File: src/rtl/bus_arb_pkg.sv
// bus_arb_pkg: shared definitions for the round-robin bus arbiter.
//   arb_state_t       : arbiter state encodings (IDLE / BUSY / TURN)
//   idw()             : index width helper, max(1, clog2(n))
//   DEFAULT_MAX_BURST : default burst-length cap
package bus_arb_pkg;

    typedef enum logic [1:0] {
        IDLE = 2'd0,
        BUSY = 2'd1,
        TURN = 2'd2
    } arb_state_t;

    localparam int DEFAULT_MAX_BURST = 8;

    function automatic int idw(input int n);
        return (n <= 2) ? 1 : $clog2(n);
    endfunction

endpackage

File: src/rtl/bus_arbiter_rr_picker.sv
// rr_priority_picker: combinational round-robin selector.
// Rotates the request vector so that bit ptr sits at position 0, finds the
// first set bit, then maps that position back to an absolute index.
// Ports:
//   vec    in  N    candidate request vector
//   ptr    in  IDW  search start index (always < N)
//   onehot out N    one-hot winner (zero when vec is zero)
//   idx    out IDW  binary winner index (zero when vec is zero)
//   any    out 1    vec has at least one bit set
module rr_priority_picker #(
    parameter int N   = 4,
    parameter int IDW = 2
) (
    input  logic [N-1:0]   vec,
    input  logic [IDW-1:0] ptr,
    output logic [N-1:0]   onehot,
    output logic [IDW-1:0] idx,
    output logic           any
);

    logic [2*N-1:0] dbl;
    logic [N-1:0]   rotated;
    logic [IDW-1:0] first;
    logic           found;
    logic [IDW:0]   sum;

    // Doubling the vector makes the right shift behave as a rotate.
    assign dbl     = {vec, vec} >> ptr;
    assign rotated = dbl[N-1:0];

    always_comb begin
        found = 1'b0;
        first = '0;
        for (int unsigned i = 0; i < N; i++) begin
            if (!found && rotated[i]) begin
                found = 1'b1;
                first = IDW'(i);
            end
        end
    end

    always_comb begin
        sum = {1'b0, ptr} + {1'b0, first};
        if (sum >= (IDW+1)'(N)) begin
            sum = sum - (IDW+1)'(N);
        end
        idx = found ? sum[IDW-1:0] : '0;
    end

    always_comb begin
        onehot = '0;
        for (int unsigned i = 0; i < N; i++) begin
            onehot[i] = found && (idx == IDW'(i));
        end
    end

    assign any = found;

endmodule

File: src/rtl/bus_arbiter_rr.sv
// bus_arbiter_rr: parametrised round-robin arbiter for the shared
// RISC-V_PE/CGRA bus. Ownership is held while the owner keeps requesting,
// capped at MAX_BURST cycles when others wait; optional one-cycle
// turnaround gap between owners (TURNAROUND=1).
// Optional feature macro: BUS_ARB_URGENT_EN (adds the urgent input; urgent
// requesters win arbitration points, never preempt a current owner).
// Ports:
//   clk         in  1        system clock, rising edge
//   reset       in  1        asynchronous active-low reset
//   req         in  NUM_REQ  level-sensitive per-PE requests
//   urgent      in  NUM_REQ  (BUS_ARB_URGENT_EN only) urgent qualifiers
//   grant       out NUM_REQ  registered one-hot grant, zero when no owner
//   grant_valid out 1        |grant
//   grant_id    out IDW      owner index, holds last value when idle
module bus_arbiter_rr
    import bus_arb_pkg::*;
#(
    parameter int NUM_REQ    = 4,
    parameter int MAX_BURST  = DEFAULT_MAX_BURST,
    parameter int TURNAROUND = 0,
    parameter int IDW        = idw(NUM_REQ)
) (
    input  logic               clk,
    input  logic               reset,
    input  logic [NUM_REQ-1:0] req,
`ifdef BUS_ARB_URGENT_EN
    input  logic [NUM_REQ-1:0] urgent,
`endif
    output logic [NUM_REQ-1:0] grant,
    output logic               grant_valid,
    output logic [IDW-1:0]     grant_id
);

    localparam int BCW = (MAX_BURST > 1) ? $clog2(MAX_BURST) : 1;
    localparam logic [BCW-1:0] CAP = BCW'((MAX_BURST > 0) ? MAX_BURST - 1 : 0);

    arb_state_t         state, state_nxt;
    logic [IDW-1:0]     ptr, ptr_nxt;
    logic [BCW-1:0]     burst_cnt, burst_nxt;
    logic [NUM_REQ-1:0] grant_nxt;
    logic [IDW-1:0]     id_nxt;

    logic [NUM_REQ-1:0] cand, pick_vec, pick_onehot;
    logic [IDW-1:0]     pick_idx;
    logic               pick_any;
    logic [IDW:0]       ptr_inc;
    logic               owner_req, others, at_cap, take;

    assign owner_req = |(req & grant);
    assign others    = |(req & ~grant);
    assign at_cap    = (MAX_BURST != 0) && (burst_cnt == CAP);

    // While BUSY the current owner is masked out: on an owner release it is
    // not requesting anyway, and on a forced release it must not win again.
    assign cand = (state == BUSY) ? (req & ~grant) : req;

`ifdef BUS_ARB_URGENT_EN
    assign pick_vec = (|(cand & urgent)) ? (cand & urgent) : cand;
`else
    assign pick_vec = cand;
`endif

    rr_priority_picker #(
        .N   (NUM_REQ),
        .IDW (IDW)
    ) u_picker (
        .vec    (pick_vec),
        .ptr    (ptr),
        .onehot (pick_onehot),
        .idx    (pick_idx),
        .any    (pick_any)
    );

    always_comb begin
        ptr_inc = {1'b0, pick_idx} + 1'b1;
        if (ptr_inc == (IDW+1)'(NUM_REQ)) begin
            ptr_inc = '0;
        end
    end

    always_comb begin
        state_nxt = state;
        grant_nxt = grant;
        id_nxt    = grant_id;
        ptr_nxt   = ptr;
        burst_nxt = burst_cnt;
        take      = 1'b0;

        case (state)
            BUSY: begin
                // Owner drop wins over a simultaneous cap hit; both release.
                if (!owner_req || (at_cap && others)) begin
                    if (TURNAROUND != 0) begin
                        grant_nxt = '0;
                        state_nxt = TURN;
                    end else if (pick_any) begin
                        take = 1'b1;
                    end else begin
                        grant_nxt = '0;
                        state_nxt = IDLE;
                    end
                end else if (at_cap) begin
                    burst_nxt = '0;
                end else if (MAX_BURST != 0) begin
                    burst_nxt = burst_cnt + 1'b1;
                end
            end
            default: begin
                // IDLE and TURN arbitrate identically.
                if (pick_any) begin
                    take = 1'b1;
                end else begin
                    grant_nxt = '0;
                    state_nxt = IDLE;
                end
            end
        endcase

        if (take) begin
            grant_nxt = pick_onehot;
            id_nxt    = pick_idx;
            ptr_nxt   = ptr_inc[IDW-1:0];
            burst_nxt = '0;
            state_nxt = BUSY;
        end
    end

    always_ff @(posedge clk or negedge reset) begin
        if (!reset) begin
            state       <= IDLE;
            ptr         <= '0;
            burst_cnt   <= '0;
            grant       <= '0;
            grant_valid <= 1'b0;
            grant_id    <= '0;
        end else begin
            state       <= state_nxt;
            ptr         <= ptr_nxt;
            burst_cnt   <= burst_nxt;
            grant       <= grant_nxt;
            grant_valid <= |grant_nxt;
            grant_id    <= id_nxt;
        end
    end

endmodule

File: config.mk
export PLATFORM = sky130hd
export DESIGN_NAME = bus_arbiter_rr
export DESIGN_NICKNAME = d
export VERILOG_FILES = /design/src/rtl/bus_arb_pkg.sv /design/src/rtl/bus_arbiter_rr_picker.sv /design/src/rtl/bus_arbiter_rr.sv
export SDC_FILE = /design/constraint.sdc
export NUM_CORES = 1
export LEC_CHECK = 0
export ABC_AREA = 1
export BUFFER_PORTS_ARGS = -buffer_cell sky130_fd_sc_hd__buf_2
export CAP_MARGIN = 20
export CORE_MARGIN = 8
export CORE_UTILIZATION = 59
export DETAILED_ROUTE_END_ITERATION = 6
export PLACE_DENSITY_LB_ADDON = 0.1
export SLEW_MARGIN = 20
export SYNTH_ARGS = -nofsm -noshare
export SYNTH_HDL_FRONTEND = slang
export SYNTH_SLANG_ARGS = --single-unit
File: constraint.sdc
create_clock -name clk -period 4.6 [get_ports clk]
set_input_delay 0.23 -clock clk [delete_from_list [all_inputs] [get_ports clk]]
set_output_delay 0.23 -clock clk [all_outputs]
set_load 0.05 [all_outputs]
After elaboration in Yosys (flattened, before gate mapping)
Index checks and enable logic that the tools add are counted.
{ "totals": {"ff_bits": 14, "latchBits": 0, "mem_bits_rw": 0, "mem_bits_ro": 0, "input_bits": 6, "wordCells": 68, "memories": 0} }
{ "op_classes": {"add_sub_neg": 4, "mul": 0, "div_mod_pow": 0, "n_lt_le_gt_ge": 1, "eq_ne": 8, "n_shift": 1, "muxes": 26, "n_bitwise": 3, "reduce_logical": 19} }
{ "ops": {"columns": ["cell", "count"], "rows": [
  ["4-bit 2-to-1 mux", 5],
  ["2-bit 2-to-1 mux", 9],
  ["3-bit 2-to-1 mux", 4],
  ["4-bit OR reduction", 3],
  ["4-bit AND", 2],
  ["1-bit logical AND", 8],
  ["1-bit 2-to-1 mux", 8],
  ["8-bit by 2-bit >> shifter with 4-bit output", 1],
  ["3-bit == test (second input constant)", 2],
  ["2-bit by 1-bit == test with 1-bit output (second input constant)", 2],
  ["2-bit == test (second input constant)", 2],
  ["1-bit zero test", 4],
  ["4-bit inverter", 1],
  ["2-bit by 1-bit adder with 3-bit output (second input constant)", 1],
  ["2-bit by 2-bit adder with 3-bit output", 1],
  ["3-bit by 1-bit adder with 3-bit output (second input constant)", 1],
  ["3-bit greater-or-equal comparator (second input constant)", 1],
  ["3-bit by 2-bit != test with 1-bit output (second input constant)", 1],
  ["2-bit zero test", 1],
  ["2-bit != test (second input constant)", 1],
  ["2-bit AND reduction", 1],
  ["2-bit nonzero test", 1],
  ["2-bit by 1-bit subtractor with 2-bit output (second input constant)", 1],
  ["1-bit logical OR", 1]
]} }

Logic depth before layout (Yosys ltp)
Gate-level depths: netlist (run 1).
{ "logic_depth": {"depth_word": 22, "ltp_mapped": 18, "mapped_depth_nobuf": 17} }

Cells and area by module
A second synthesis (run 1) with hierarchy kept.
{ "unflattened": {"cells_unflattened": 132, "area_unflattened_um2": 939.7} }
{ "by_module_without_submodules": {"columns": ["mod", "n_inst", "cells_per_inst", "area_per_inst_um2", "seq_area_each_um2"], "rows": [
  ["bus_arbiter_rr", 1, 86, 683.2, 325.3],
  ["rr_priority_picker", 1, 46, 256.5, 0.0]
]} }

Worst setup path after synthesis (run 1)
No wires, ideal clock.
{ "synth_path": {"path_type": "flip-flop to flip-flop", "startpoint": "register grant[3]", "endpoint": "register grant_valid", "arrival_ps": 2351, "t_required_ps": 4481, "slack_ps": 2131, "path_stages_with_launch": 18, "n_path_buf": 0, "path_cell_list": "dfrtp_1 -> nand2_1 -> nand3_1 -> nand2_1 -> nand2_1 -> nand2_1 -> a31oi_1 -> nor2_1 -> ha_1 -> xnor2_1 -> nand3_1 -> o21ai_1 -> inv_1 -> ha_1 -> nand3_1 -> nand2_1 -> nor2_1 -> nand2_1"} }
{ "synth_via": {"elab_chain_len": 22, "elab_cells_between_ends": 44, "classes_between": "2 x add/sub; 1 x order compare; 3 x eq/ne; 1 x shift; 17 x mux; 3 x bitwise; 17 x reduce/logical"} }
{ "synth_lines": {"columns": ["element", "line", "text"], "rows": [
  ["start, declared", "bus_arbiter_rr.sv:29", "output logic [NUM_REQ-1:0] grant,"],
  ["start signal, assigned", "bus_arbiter_rr.sv:140", "grant <= grant_nxt;"],
  ["4-bit inverter *", "bus_arbiter_rr.sv:55", "assign cand = (state == BUSY) ? (req & ~grant) : req;"],
  ["4-bit AND *", "bus_arbiter_rr.sv:55", null],
  ["4-bit 2-to-1 mux *", "bus_arbiter_rr.sv:55", null],
  ["8-bit by 2-bit >> shifter with 4-bit output *", "bus_arbiter_rr_picker.sv:28", "assign dbl = {vec, vec} >> ptr;"],
  ["1-bit 2-to-1 mux", "bus_arbiter_rr_picker.sv:35", "if (!found && rotated[i]) begin"],
  ["1-bit zero test", "bus_arbiter_rr_picker.sv:35", null],
  ["1-bit logical AND", "bus_arbiter_rr_picker.sv:35", null],
  ["1-bit 2-to-1 mux", "bus_arbiter_rr_picker.sv:35", null],
  ["[... 8 more ...]", null, null],
  ["2-bit 2-to-1 mux", "bus_arbiter_rr_picker.sv:44", "if (sum >= (IDW+1)'(N)) begin"],
  ["2-bit 2-to-1 mux *", "bus_arbiter_rr_picker.sv:47", "idx = found ? sum[IDW-1:0] : '0;"],
  ["net pick_idx[1]", "bus_arbiter_rr.sv:44", "logic [IDW-1:0] pick_idx;"],
  ["2-bit zero test *", "bus_arbiter_rr_picker.sv:53", "onehot[i] = found && (idx == IDW'(i));"],
  ["1-bit logical AND *", "bus_arbiter_rr_picker.sv:53", null],
  ["4-bit 2-to-1 mux *", "bus_arbiter_rr.sv:119", "if (take) begin"],
  ["net grant_nxt[0]", "bus_arbiter_rr.sv:40", "logic [NUM_REQ-1:0] grant_nxt;"],
  ["4-bit OR reduction *", "bus_arbiter_rr.sv:141", "grant_valid <= |grant_nxt;"],
  ["end signal, assigned", "bus_arbiter_rr.sv:141", null],
  ["end, declared", "bus_arbiter_rr.sv:30", "output logic grant_valid,"]
]} }
Mark *: on every way through the listed nets, which the timed path passes. The rest lies on a longest branch.
A chain may end at the register's enable or synchronous reset.

Final worst setup path (run 1)
{ "layout_path": {"startpoint": "register state[0]", "endpoint": "register grant_valid"} }
{ "layout_via": {"elab_chain_len": 21, "elab_cells_between_ends": 37, "classes_between": "2 x add/sub; 1 x order compare; 4 x eq/ne; 1 x shift; 17 x mux; 12 x reduce/logical"} }
{ "layout_lines": {"columns": ["element", "line", "text"], "rows": [
  ["start, declared", "bus_arbiter_rr.sv:37", "arb_state_t state, state_nxt;"],
  ["start signal, assigned", "bus_arbiter_rr.sv:137", "state <= state_nxt;"],
  ["2-bit by 1-bit == test with 1-bit output *", "bus_arbiter_rr.sv:55", null],
  ["4-bit 2-to-1 mux *", "bus_arbiter_rr.sv:55", null],
  ["8-bit by 2-bit >> shifter with 4-bit output *", "bus_arbiter_rr_picker.sv:28", null],
  ["1-bit 2-to-1 mux", "bus_arbiter_rr_picker.sv:35", null],
  ["1-bit zero test", "bus_arbiter_rr_picker.sv:35", null],
  ["1-bit logical AND", "bus_arbiter_rr_picker.sv:35", null],
  ["1-bit 2-to-1 mux", "bus_arbiter_rr_picker.sv:35", null],
  ["1-bit zero test", "bus_arbiter_rr_picker.sv:35", null],
  ["[... 7 more ...]", null, null],
  ["2-bit 2-to-1 mux", "bus_arbiter_rr_picker.sv:44", null],
  ["2-bit 2-to-1 mux *", "bus_arbiter_rr_picker.sv:47", null],
  ["net pick_idx[1]", "bus_arbiter_rr.sv:44", null],
  ["2-bit zero test *", "bus_arbiter_rr_picker.sv:53", null],
  ["1-bit logical AND *", "bus_arbiter_rr_picker.sv:53", null],
  ["4-bit 2-to-1 mux *", "bus_arbiter_rr.sv:119", null],
  ["net grant_nxt[0]", "bus_arbiter_rr.sv:40", null],
  ["4-bit OR reduction *", "bus_arbiter_rr.sv:141", null]
]} }
Marks and branches as above.

==> out/results.tsv, run 1 <==
stage	metric	value	unit
sta	maximum clock frequency	373	MHz
global_route	number of global-route vias before repair	737	
finish	commonest cells after routing, fill and taps aside	36 x nand2_1, 22 x nand3_1, 13 x dfrtp_1	
job	number of max-capacitance violations reported	0	
sta	Slew HR	71.2	%
synth	Synth Area per Inst	7.65	um^2
die	starting utilization of the core area	61.3	%
die	Ports	13	
global_route	global-route wire length before repair	3.14	mm
finish	antenna cells	0	
critical_path	required time at the endpoint of the critical path	4780	ps
synth	area of the mapped netlist	902	um^2
die	number of placement rows	14	
finish	share of post-route cells with drive strength above 1	24.6	%
synth	total of warnings raised by yosys	0	
routing	Iteration-0 DRC Markers	5	
clock_network	number of buffers between clock root and the deepest sink	2	
routing	mean number of vias per cell	5.23	
synth	#FFs+latches synth	13	
clock_network	source-to-sink clock delay at the later pin of the worst-skew pair	290	ps
clock_network	post-CTS setup buffer count	0	
global_route	maximum number of pins on one net before global-route repair	14	
clock_network	clock-pin slew of the registers on the worst-case setup and hold paths	80	ps
critical_path	data arrival at the endpoint of the critical path	2860	ps
sta	slew of the pin with the lowest slew margin	432	ps
clock_network	root buffer cell	clkbuf_4	
critical_path	worst reg-to-reg setup slack	1920	ps
critical_path	launching point of the worst reg2reg path	state[0]$_DFFE_PN0P_	
die	die area	3040	um^2
die	overall die height	55.1	um
critical_path	type of destination of the critical path	flop	
global_route	GRT Total Usage	13.9	%
critical_path	worst reg2reg endpoint	grant_valid$_DFF_PN0_	
finish	# nets final	148	
worst_hold_path	class of the tightest hold or removal check	in2async	
routing	DR vias	784	
finish	leading cell type in the layout, fill and taps excluded	nand2_1	
clock_network	total clock buffers created by CTS	3	
synth	library cells used by synthesis	18	
synth	sequential area share after synthesis	36.1	%
global_route	GR Overflow Total	0	
critical_path	CP Max Fanout	11	
routing	final routed wirelength across all metal layers	1.79	mm
critical_path	Register-to-Register Path Depth	17	
finish	Area growth syn-to-layout	11.7	%
synth	instance count of the mapped netlist	118	
sta	final-layout setup total negative slack	0	ps
clock_network	number of H-tree branching levels	1	
sta	post-route clock skew	8.67	ps
routing	Residual DRC	0	
clock_network	number of sinks on the clock net	13	
sta	share of the clock period used by the worst path	58.2	%
critical_path	path type of the worst setup path	reg2reg	
sta	final setup fails	0	
sta	unrepaired setup endpoints after global routing	no	
place	hpwl dp	1.39	mm
routing	detailed-routing iteration count for the pre-antenna-repair pass	4	
clock_network	number of hold-repair buffers added at the cts stage	1	
die	Chip Width	55.1	um
critical_path	nature of the critical path startpoint	flop	
routing	DR WL/cell	12.0	um
sta	smallest hold slack	357	ps
routing	Antenna Violating Nets Remaining	0	
die	Core Footprint	1470	um^2
sta	final-report hold violation count	0	
clock_network	post-cts repair resize count	0	
status	result of the run	completed	
sta	final critical path time including I/O delays and setup	2680	ps
place	weighted congestion reported at the end of routability-driven placement	0.860	
sta	final number of max-transition violations	0	
place	total of buffers placed on input and output ports	12	
clock_network	TritonCTS clock tree	yes	
synth	Net Count, Synth	131	
global_route	initial antenna violation count	0	
[flip-flops by register name, summed over array words and instances (netlist names)]
| register | count |
|---|---|
| grant | 4 |
| burst_cnt | 3 |
| grant_id | 2 |
| ptr | 2 |
| grant_valid | 1 |
| state | 1 |
[cell families after synthesis]
kind of cell / after synthesis / share of synthesized area [%]
fa+ha+maj: 7 / 9.71
compound gates: 8 / 5.96
flops: 13 / 36.1
xor+xnor: 1 / 0.971
buf+inv: 14 / 6.66
simple gates: 75 / 40.6
[critical path, stage by stage, from the launching register on]
cell	delay [ps]
dfrtp_1	610
nand2_1	150
nand3_1	100
nand2_1	70
nand2_1	60
nand2_1	100
a31oi_1	160
nor2_1	60
ha_1	190
xnor2_1	210
nand3_1	100
o21ai_1	180
inv_1	110
ha_1	190
nand3_1	80
nand2_1	70
nor2_1	100
nand2_1	60
[layout make-up]
type                    count  area, um^2
repair buffers             13        70.1
multi-input cells          91         517
clock buffers               4        26.3
fillers                   123         464
well taps                  16        20.0
inverters                  13        48.8
flip-flops and latches     13         325
[metal layers]
layer | vias to the layer above | global-route usage, % | share of wire [%]
met3 | 6 | 3.21 | 5.0
met2 | 14 | 21.6 | 45
met4 | 0 | 6.00 | 2.1
li1 | 418 | - | -
met5 | - | 0 | 0
met1 | 346 | 17.9 | 48
[cells in the mapped netlist (all sizes together)]
cell type | number | area [um^2]
o21ai | 3 | 15.0
or2 | 1 | 6.26
o21a | 2 | 15.0
buf | 1 | 11.3
nand2 | 45 | 201
nor2 | 7 | 48.8
inv | 13 | 48.8
ha | 7 | 87.6
nand3 | 22 | 110
a22oi | 1 | 12.5
a31oi | 1 | 6.26
xnor2 | 1 | 8.76
dfrtp | 13 | 325
a21oi | 1 | 5.00
[worst max-delay path by stage]
stage	startpoint	to	slack, ps	depth (start not counted)
after floorplan	grant[3]$_DFF_PN0_	grant_valid$_DFF_PN0_	2130	17
after global routing	state[0]$_DFFE_PN0P_	grant_valid$_DFF_PN0_	1650	17
final	state[0]$_DFFE_PN0P_	grant_valid$_DFF_PN0_	1920	17
after CTS	state[0]$_DFFE_PN0P_	grant_valid$_DFF_PN0_	1910	17
after global placement	state[0]$_DFFE_PN0P_	grant_valid$_DFF_PN0_	2020	17
after detailed placement	state[0]$_DFFE_PN0P_	grant_valid$_DFF_PN0_	1920	17
[per-stage QoR]
step / worst slack (ps) / instances / util (%) / instance area [um^2]
after floorplan: 2130 / 118 / - / 902
after global placement: 2020 / 145 / 66.0 / 971
after detailed placement: 1920 / 145 / 66.0 / 971
after CTS: 1910 / 150 / 68.5 / 1010
after global routing: 1650 / 150 / 68.5 / 1010
final: 1920 / 150 / 68.5 / 1010
Power of run 1 is left out: the tool's default activity adds up to more than one toggle a clock period on the data nets, which glitch-free logic cannot reach.
==> inputs of run 2 (changes only) <==
ABC_AREA = 0   (was 1)
CORE_UTILIZATION = 55   (was 59)
clock period = 2.8 ns   (was 4.6 ns; I/O delays follow)
==> out/results.tsv, run 2 <==
stage	metric	value	unit
status	result of the run	completed	
synth	most common cell in the synthesized netlist	dfrtp_1	
routing	DR WL/cell	15.2	um
clock_network	TritonCTS clock tree	yes	
critical_path	worst reg2reg endpoint	ptr[1]$_DFFE_PN0N_	
synth	area of the mapped netlist	895	um^2
sta	final critical path time including I/O delays and setup	2740	ps
finish	Area growth syn-to-layout	28.8	%
place	hpwl dp	1.47	mm
finish	# nets final	131	
finish	share of post-route cells with drive strength above 1	46.2	%
synth	#FFs+latches synth	13	
sta	final-report hold violation count	0	
routing	detailed-routing iteration count for the pre-antenna-repair pass	4	
synth	Primary FF master, synth	dfrtp_1	
sta	final number of max-transition violations	0	
critical_path	nature of the critical path startpoint	flop	
routing	final routed wirelength across all metal layers	2.02	mm
critical_path	cell with the biggest individual delay on the critical path	dfrtp_2	
global_route	initial antenna violation count	0	
sta	final setup fails	0	
critical_path	data arrival at the endpoint of the critical path	2900	ps
global_route	GR Overflow Total	0	
synth	area leader, netlist	dfrtp_1	
place	Setup Slack @ Placement	-18.3	ps
die	number of placement rows	14	
global_route	GRT Total Usage	12.3	%
die	overall die height	56.3	um
global_route	met3 global-route usage	2.70	%
critical_path	required time at the endpoint of the critical path	2960	ps
global_route	met2 global-route usage	20.1	%
sta	slew of the pin with the lowest slew margin	477	ps
synth	library cells used by synthesis	33	
finish	antenna cells	0	
critical_path	worst reg-to-reg setup slack	60	ps
synth	ranking of synthesized cells by instance count	13 x dfrtp_1, 12 x inv_1, 7 x ha_1, 6 x o21ai_0, 5 x nand2_1	
routing	Iteration-0 DRC Markers	16	
critical_path	launching point of the worst reg2reg path	ptr[0]$_DFFE_PN0N_	
routing	Antenna Violating Nets Remaining	0	
global_route	global-route wire length before repair	3.27	mm
critical_path	CP Max Fanout	6	
synth	Net Count, Synth	102	
critical_path	path type of the worst setup path	reg2reg	
critical_path	Register-to-Register Path Depth	10	
critical_path	CP max stage delay	460	ps
global_route	maximum number of pins on one net before global-route repair	18	
place	placed cell count	125	
clock_network	number of sinks on the clock net	13	
die	Ports	13	
synth	Yosys top cell area share	36.4	%
sta	Slew HR	68.2	%
sta	post-route clock skew	5.95	ps
sta	share of the clock period used by the worst path	97.8	%
synth	share of async-settable or async-resettable flops after synthesis	100	%
finish	non-filler instance count after layout	133	
die	starting utilization of the core area	58.7	%
clock_network	number of buffers between clock root and the deepest sink	2	
place	total of buffers placed on input and output ports	12	
critical_path	type of destination of the critical path	flop	
finish	leading cell type in the layout, fill and taps excluded	buf_4	
synth	instance count of the mapped netlist	89	
finish	commonest cells after routing, fill and taps aside	14 x buf_4, 12 x buf_2, 10 x inv_1, 10 x dfrtp_1, 5 x nand2_1	
synth	Synth Area per Inst	10.1	um^2
clock_network	source-to-sink clock delay at the later pin of the worst-skew pair	280	ps
die	Chip Width	56.3	um
global_route	GRT Max-Usage Layer	met2	
clock_network	total clock buffers created by CTS	3	
job	number of max-capacitance violations reported	0	
finish	Biggest register	grant	
worst_hold_path	class of the tightest hold or removal check	in2async	
global_route	GR met1 Demand/Resource	14.3	%
critical_path	sequence of cells on the critical path	mux2_4, a221o_2, o21ai_1, a21boi_2, o32ai_2, ha_2, nand2b_4, buf_4, ha_1, mux2_1	
synth	Post-synth EDFFs	0	
sta	smallest hold slack	259	ps
synth	total of warnings raised by yosys	0	
clock_network	number of H-tree branching levels	1	
synth	leading post-synthesis cells by cell area	dfrtp_1 36%, ha_1 9.8%, inv_1 5.0%	
synth	sequential area share after synthesis	36.4	%
clock_network	clock-pin slew of the registers on the worst-case setup and hold paths	80	ps
routing	DR vias	783	
routing	mean number of vias per cell	5.89	
finish	flip-flop count of the largest register, all copies and words added	4	
sta	Setup WS post-layout	61.2	ps
clock_network	root buffer cell	clkbuf_4	
finish	registers with the most flip-flops	grant: 4 flops, burst_cnt: 3 flops	
die	Core Footprint	1520	um^2
routing	Residual DRC	0	
die	die area	3170	um^2
global_route	number of global-route vias before repair	754	
place	weighted congestion reported at the end of routability-driven placement	0.898	
sta	maximum clock frequency	365	MHz
[run 2: changes by cell type after synthesis, sizes merged, moves of 4 or more]
cell,previous run,this run
nor2,7,2
nand2,45,5
nand3,22,4
o22ai,0,4
mux2,0,7
nor2b,0,5
[run 2: worst max path at each step]
stage	depth (start not counted)	from	endpoint	slack, ps
floorplan	12	grant[3]$_DFF_PN0_	ptr[1]$_DFFE_PN0N_	10
global placement	12	ptr[0]$_DFFE_PN0N_	ptr[1]$_DFFE_PN0N_	50
detailed placement	13	ptr[0]$_DFFE_PN0N_	grant_valid$_DFF_PN0_	-20
CTS	13	ptr[0]$_DFFE_PN0N_	grant_valid$_DFF_PN0_	8
global route	10	ptr[0]$_DFFE_PN0N_	ptr[1]$_DFFE_PN0N_	-30
finish	10	ptr[0]$_DFFE_PN0N_	ptr[1]$_DFFE_PN0N_	60
[run 2: layout make-up]
cell class	instances	area (um^2)
multi-input cells	61	556
clock inverters	1	5.00
well taps	16	20.0
inverters	12	45.0
repair buffers	27	175
clock buffers	3	22.5
fillers	112	372
flip-flops and latches	13	329
[run 2: worst max-delay path: cells and delay by family (launching register included)]
kind / cells / cell delay (ps)
AO/OA/AOI/OAI: 4 / 710
adder cells (fa/ha/maj): 2 / 660
buffers and inverters: 1 / 130
flip-flops: 1 / 460
multiplexers: 2 / 610
AND/OR/NAND/NOR: 1 / 70
[run 2: routing by layer]
| layer | vias to the layer above | wire length (um) |
|---|---|---|
| met4 | 0 | 53 |
| met1 | 382 | 902 |
| met3 | 6 | 83 |
| met2 | 16 | 978 |
| li1 | 379 | - |
| met5 | - | 0 |
[run 2: metrics by stage]
step                      utilization, %  setup TNS, ps  area [um^2]
final                               75.6              0         1150
after global routing                75.6          -53.7         1150
after CTS                           70.6              0         1080
after detailed placement            68.1          -18.3         1040
after global placement              68.1              0         1040
after floorplan                        -              0          897
[run 2: cells by family (layout without fill, tap and decap cells)]
logic type | count (synthesis) | in the layout | synth area share, %
muxes | 10 | 10 | 13.0
AOI/OAI and AO/OA | 25 | 25 | 21.0
DFF | 13 | 13 | 36.4
buffers and inverters | 15 | 43 | 7.55
and+or+nand+nor | 19 | 19 | 12.3
adders and majority gates | 7 | 7 | 9.79
[run 2: what timing repair did]
item	CTS	global route
hold buffers	1	0
endpoints found under the setup margin	2	2
resized for setup	1	17
buffers inserted	0	3
endpoints found under the hold margin	13	0
pin swaps	0	7
Power of run 2 is left out for the same reason.
==> inputs of run 3 (changes only) <==
CORE_UTILIZATION = 45   (was 55)
==> out/results.tsv, run 3 (synthesis results as in run 2) <==
stage	metric	value	unit
finish	commonest cells after routing, fill and taps aside	13 x buf_4, 12 x buf_2, 11 x dfrtp_1	
die	Ports	13	
sta	final critical path time including I/O delays and setup	2720	ps
critical_path	cell with the biggest individual delay on the critical path	dfrtp_1	
sta	maximum clock frequency	368	MHz
critical_path	required time at the endpoint of the critical path	2960	ps
critical_path	kind of cell adding the most delay to the critical path	compound AO/OA/AOI/OAI gates	
sta	Slew HR	69.4	%
finish	non-filler instance count after layout	144	
sta	share of the clock period used by the worst path	97.0	%
finish	antenna cells	0	
critical_path	Worst path most repeated cell	o21ai_1	
finish	fin area	1180	um^2
finish	utilization after layout	61.4	%
routing	Residual DRC	0	
finish	registers with the most flip-flops	grant: 4 flops, burst_cnt: 3 flops	
routing	DR vias	767	
global_route	initial antenna violation count	0	
place	placed cell count	137	
critical_path	launching point of the worst reg2reg path	ptr[0]$_DFFE_PN0N_	
routing	DR WL/cell	14.2	um
critical_path	worst reg-to-reg setup slack	80	ps
critical_path	path type of the worst setup path	reg2reg	
critical_path	type of destination of the critical path	flop	
place	weighted congestion reported at the end of routability-driven placement	0.830	
place	area of placed instances	1060	um^2
routing	final routed wirelength across all metal layers	2.05	mm
critical_path	sequence of cells on the critical path	buf_6, mux2_4, a221oi_2, o21ai_1, a21boi_2, o32ai_2, ha_2, inv_2, o21ai_1, o2bb2ai_2, buf_4, ha_2, nor4_4, o21ai_1	
die	overall die height	60.6	um
global_route	GRT Total Usage	12.4	%
die	Chip Width	60.6	um
global_route	global-route wire length before repair	3.46	mm
clock_network	total clock buffers created by CTS	3	
routing	mean number of vias per cell	5.33	
clock_network	root buffer cell	clkbuf_4	
critical_path	worst reg2reg endpoint	grant_valid$_DFF_PN0_	
finish	Biggest register	grant	
clock_network	source-to-sink clock delay at the later pin of the worst-skew pair	270	ps
global_route	GR Overflow Total	0	
routing	Antenna Violating Nets Remaining	0	
place	total of buffers placed on input and output ports	12	
clock_network	TritonCTS clock tree	yes	
clock_network	clock-pin slew of the registers on the worst-case setup and hold paths	80	ps
worst_hold_path	class of the tightest hold or removal check	in2async	
sta	unrepaired setup endpoints after global routing	yes	
sta	post-route clock skew	1.16	ps
critical_path	CP Max Fanout	7	
global_route	maximum number of pins on one net before global-route repair	18	
die	number of placement rows	16	
status	result of the run	completed	
sta	final setup fails	0	
sta	final-report hold violation count	0	
finish	leading cell type in the layout, fill and taps excluded	buf_4	
place	hpwl dp	1.55	mm
critical_path	CP max stage delay	400	ps
finish	Area growth syn-to-layout	31.9	%
critical_path	nature of the critical path startpoint	flop	
critical_path	Buf+Inv Stages, Crit Path	3	
sta	slew of the pin with the lowest slew margin	459	ps
global_route	number of global-route vias before repair	774	
clock_network	number of sinks on the clock net	13	
finish	flip-flop count of the largest register, all copies and words added	4	
clock_network	number of H-tree branching levels	1	
finish	# nets final	131	
die	die area	3670	um^2
critical_path	critical path launch point	ptr[0]$_DFFE_PN0N_	
job	number of max-capacitance violations reported	0	
die	starting utilization of the core area	46.5	%
routing	detailed-routing iteration count for the pre-antenna-repair pass	4	
critical_path	data arrival at the endpoint of the critical path	2880	ps
sta	final number of max-transition violations	0	
clock_network	number of buffers between clock root and the deepest sink	2	
critical_path	Register-to-Register Path Depth	14	
finish	share of post-route cells with drive strength above 1	47.0	%
routing	Iteration-0 DRC Markers	9	
die	Core Footprint	1920	um^2
-- run 3: layout make-up --
cell class	instances	area, um^2
multi-input cells	61	567
clock inverters	1	5.00
inverters	12	45.0
well taps	27	33.8
fillers	180	742
repair buffers	27	179
flip-flops and latches	13	328
clock buffers	3	22.5
-- run 3: worst max-delay path by stage --
| stage | cells after the start | slack [ps] | end |
|---|---|---|---|
| 5_1_grt | 14 | -100 | grant_valid$_DFF_PN0_ |
| 3_5_place_dp | 14 | 1 | grant_valid$_DFF_PN0_ |
| 4_1_cts | 14 | 20 | grant_valid$_DFF_PN0_ |
| 6_report | 14 | 80 | grant_valid$_DFF_PN0_ |
| 3_3_place_gp | 14 | 30 | grant_valid$_DFF_PN0_ |
| 2_1_floorplan | 12 | 10 | ptr[1]$_DFFE_PN0N_ |
-- run 3: stage by stage --
stage / setup slack (ps) / TNS, ps / hold slack [ps]
global placement: 26.0 / 0 / 40.9
floorplan: 14.4 / 0 / -156
CTS: 15.4 / 0 / 273
finish: 84.7 / 0 / 265
detailed placement: 1.26 / 0 / 38.4
global route: -95.5 / -117 / 293
-- run 3: worst register-to-register path: cells and delay by family, from the launching register on --
family                   cells  cell delay, ps
flip-flops                   1             400
multiplexers                 1             300
AND/OR/NAND/NOR              1             250
AO/OA/AOI/OAI                7             930
adder cells (fa/ha/maj)      2             400
buffers and inverters        3             330
-- run 3: timing repair --
| action | in CTS | in global routing |
|---|---|---|
| hold endpoints to repair | 13 | 0 |
| setup buffers | 0 | 2 |
| resized for setup | 1 | 19 |
| hold buffers | 1 | 0 |
| pin swaps | 1 | 5 |
| endpoints found under the setup margin | 2 | 2 |
-- run 3: routing by layer --
layer / part of all wire, % / global-route usage [%] / up-vias
met2: 52 / 21.1 / 8
met3: 2.6 / 1.69 / 4
met1: 44 / 14.9 / 373
met5: 0 / 0 / -
met4: 1.4 / 5.98 / 0
li1: - / - / 382
Power of run 3 is left out for the same reason.
